<file path="config.mk">
export PLATFORM = sky130hd
export DESIGN_NAME = rx_sat_counter
export DESIGN_NICKNAME = d
export VERILOG_FILES = /design/src/rtl/rx_sat_counter.sv
export SDC_FILE = /design/constraint.sdc
export NUM_CORES = 1
export LEC_CHECK = 0
export ABC_CLOCK_PERIOD_IN_PS = 2170
export BUFFER_PORTS_ARGS = -buffer_cell sky130_fd_sc_hd__clkbuf_2
export CORE_AREA = 2 2 39 41
export DETAILED_ROUTE_END_ITERATION = 16
export DIE_AREA = 0 0 41 43
export SLEW_MARGIN = 20
export SYNTH_ARGS = -nofsm -noshare
export SYNTH_HDL_FRONTEND = slang
export SYNTH_SLANG_ARGS = --single-unit
</file>
<file path="constraint.sdc">
create_clock -name clk -period 2.17 [get_ports clk]
set_clock_uncertainty 0.1 [all_clocks]
set_input_delay 0.217 -clock clk [delete_from_list [all_inputs] [get_ports clk]]
set_output_delay 0.217 -clock clk [all_outputs]
set_load 0.01 [all_outputs]
</file>
<file path="src/rtl/rx_sat_counter.sv">
// Saturating event counter; a clear request overrides a simultaneous increment.
module rx_sat_counter #(
    parameter int CNT_WIDTH = 8
) (
    input  logic                 clk,
    input  logic                 rst,
    input  logic                 inc,
    input  logic                 clr,
    output logic [CNT_WIDTH-1:0] count
);

    logic [CNT_WIDTH-1:0] count_q;
    logic [CNT_WIDTH-1:0] count_d;

    always_comb begin
        count_d = count_q;
        if (clr) begin
            count_d = '0;
        end else if (inc && (count_q != '1)) begin
            count_d = count_q + CNT_WIDTH'(1);
        end
    end

    always_ff @(posedge clk) begin
        if (rst) begin
            count_q <= '0;
        end else begin
            count_q <= count_d;
        end
    end

    assign count = count_q;

endmodule

</file>
==> impl_metrics.ini <==
[logic_synthesis]
synth_edf_count = 0
postSynth.asyncResetShare_pct = 0
syn_area_per_cell_um2 = 9.264
synth_ff_type = dfxtp_1
syn_nets = 52
yosysWarnings = 0
yosys.cell_types.count = 21
synthesis.area_um2 = 435.4
synth_cells = 47
ys_seq_area_share_pct = 36.78
ys_ff_latch = 8

[cells_and_area]
drive_above_1_share_pct = 26.67
finalNetCount = 67
syn2layout_area_growth_pct = 20.69
fillers = 138
largest_reg_flops = 8
post-route-util_pct = 37.97
final_common_cell = clkbuf_2
layout_common_cells = clkbuf_2, dfxtp_1, nand2_1
antenna_cells = 0

[floorplanning]
die_y_um = 43
dieArea_um2 = 1763
core_area_um2 = 1384
rows = 14
num_io_pins = 12
start_util_pct = 31.46
die-width_um = 41

[route]
wl_per_cell_um = 11.95
antenna_left = 0
drc_errors = 0
totalWireLength_um = 908
num_vias = 419
vias_per_cell = 5.513
drtPass1Iterations = 4
first_iter_violations = 11

[critical_path]
start_kind = flip-flop
worst-r2r-cell-count = 4
worst-path-max-fanout = 5
cp.arrival_ns = 1.60
crit_type = reg2reg
rrSetupSlack_ns = 0.63
rr_startpoint = count[0]
cp-end-kind = flip-flop
rr_endpoint = count[6]
cp.required_ns = 2.23

[min_path]
min_to = count[5]
hold_path.class = in2reg
hold_depth = 2
hold_path.startpoint = clr

[cts]
cts_max_level = 1
post-cts-setup-buffers = 0
cts_tree = done
clockBufferDepth = 2
clk_latency_ns = 0.26
cts_buffers = 3
path_clk_slew_ns = 0.06
clock_sinks = 8
ctsResizeCount = 0
hold_buffers = 0
cts_root_buffer = clkbuf_4

[timing]
max_freq_mhz = 649.2
min_period_ns = 1.540
totalNegativeSetupSlack_ns = 0
hold_viol_final = 0
postLayoutSetupSlackWorst_ns = 0.6296
tightest_slew_ns = 0.4478
period_share_pct = 70.99
rsz0062_at_grt = false
relSlewSlack_pct = 70.03
finalSetupViolations = 0
maxSlewViolCount = 0

[global_routing]
antenna_found_initial = 0
grt_pass1_vias = 373
grt_use_total_pct = 14.08
grt_pass1_wl_mm = 1.580
grt_max_degree = 9
overflow = 0

[status]
status = complete, no violations

[flow_run]
drv_cap = 0

[power]
p_int_uw = 218.6
power.share.clock_pct = 42.2
seqPwrFrac_pct = 52.0
power.switching_uw = 69.52
p_leak_uw = 0.0002195
swShare_pct = 24.13
ir_drop_mv = 0.1714
cellPowerDensity_nw_per_um2 = 548.2
p_comb_share_pct = 5.9

[placed_design]
dp_slack_ns = 0.6383
routabilityCongestion = 0.6753
io_buffers = 11
hpwl_um = 669.4
-- power by group through the flow --
stage | logic, uW | registers [uW] | clock network (uW)
CTS | 17.2 | 150 | 126
global route | 19.2 | 150 | 134
floorplan | 6.97 | 153 | 0
global placement | 17.0 | 153 | 0
detailed placement | 17.1 | 153 | 0
finish | 16.9 | 150 | 122
-- area by class of cell --
cell class	count	area (um^2)	area share [%]
clock buffers	3	22.52	4.286
well taps	16	20.02	3.810
flip-flops and latches	8	160.2	30.48
multi-input cells	37	264.0	50.24
repair buffers	11	55.05	10.48
inverters	1	3.754	0.7143
-- cell usage after synthesis, types with 2 or more instances --
cell,n,area (um^2)
a21oi_1,4,20.02
a21boi_1,2,15.01
nand4_1,2,12.51
nand2_1,6,22.52
or3_1,3,18.77
and3_1,3,18.77
mux2i_1,4,40.04
dfxtp_1,8,160.2
and4_1,2,17.52
nand3_1,2,10.01
-- how the worst max path moves through the flow --
stage	startpoint	end	cells after the start
floorplan	count[0]	count[6]	4
global placement	count[0]	count[6]	4
detailed placement	count[0]	count[6]	4
CTS	count[0]	count[6]	4
global route	count[0]	count[6]	4
finish	count[0]	count[6]	4
-- cell families after synthesis --
family                     count (synthesis)  share of synthesized area [%]
and+or+nand+nor                           22                          29.03
AOI/OAI and AO/OA                         10                          19.54
buffers and inverters                      2                          2.586
muxes                                      4                          9.196
adders and majority gates                  1                          2.873
DFF                                        8                          36.78
-- metal layers --
layer	up-vias	GRT usage, %	wire length [um]
li1	209	-	-
met2	12	19.69	442
met1	193	16.18	392
met5	-	0	0
met4	0	14.00	48
met3	5	3.141	25
-- metrics by stage --
step	cell area (um^2)	total power (uW)	hold slack, ns	instances
floorplan	435.4	160.2	0.1813	47
global placement	503.0	169.6	0.3799	73
detailed placement	503.0	170.1	0.3873	73
CTS	525.5	292.5	0.1088	76
global route	525.5	303.2	0.1228	76
finish	525.5	288.1	0.1060	76
-- worst max-delay path, stage by stage (launching register included) --
cell and delay, ns:
dfxtp_1 0.39, ha_1 0.24, nand3_1 0.12, or4_1 0.40, and3_1 0.19
(Power assumes the default switching activity.)
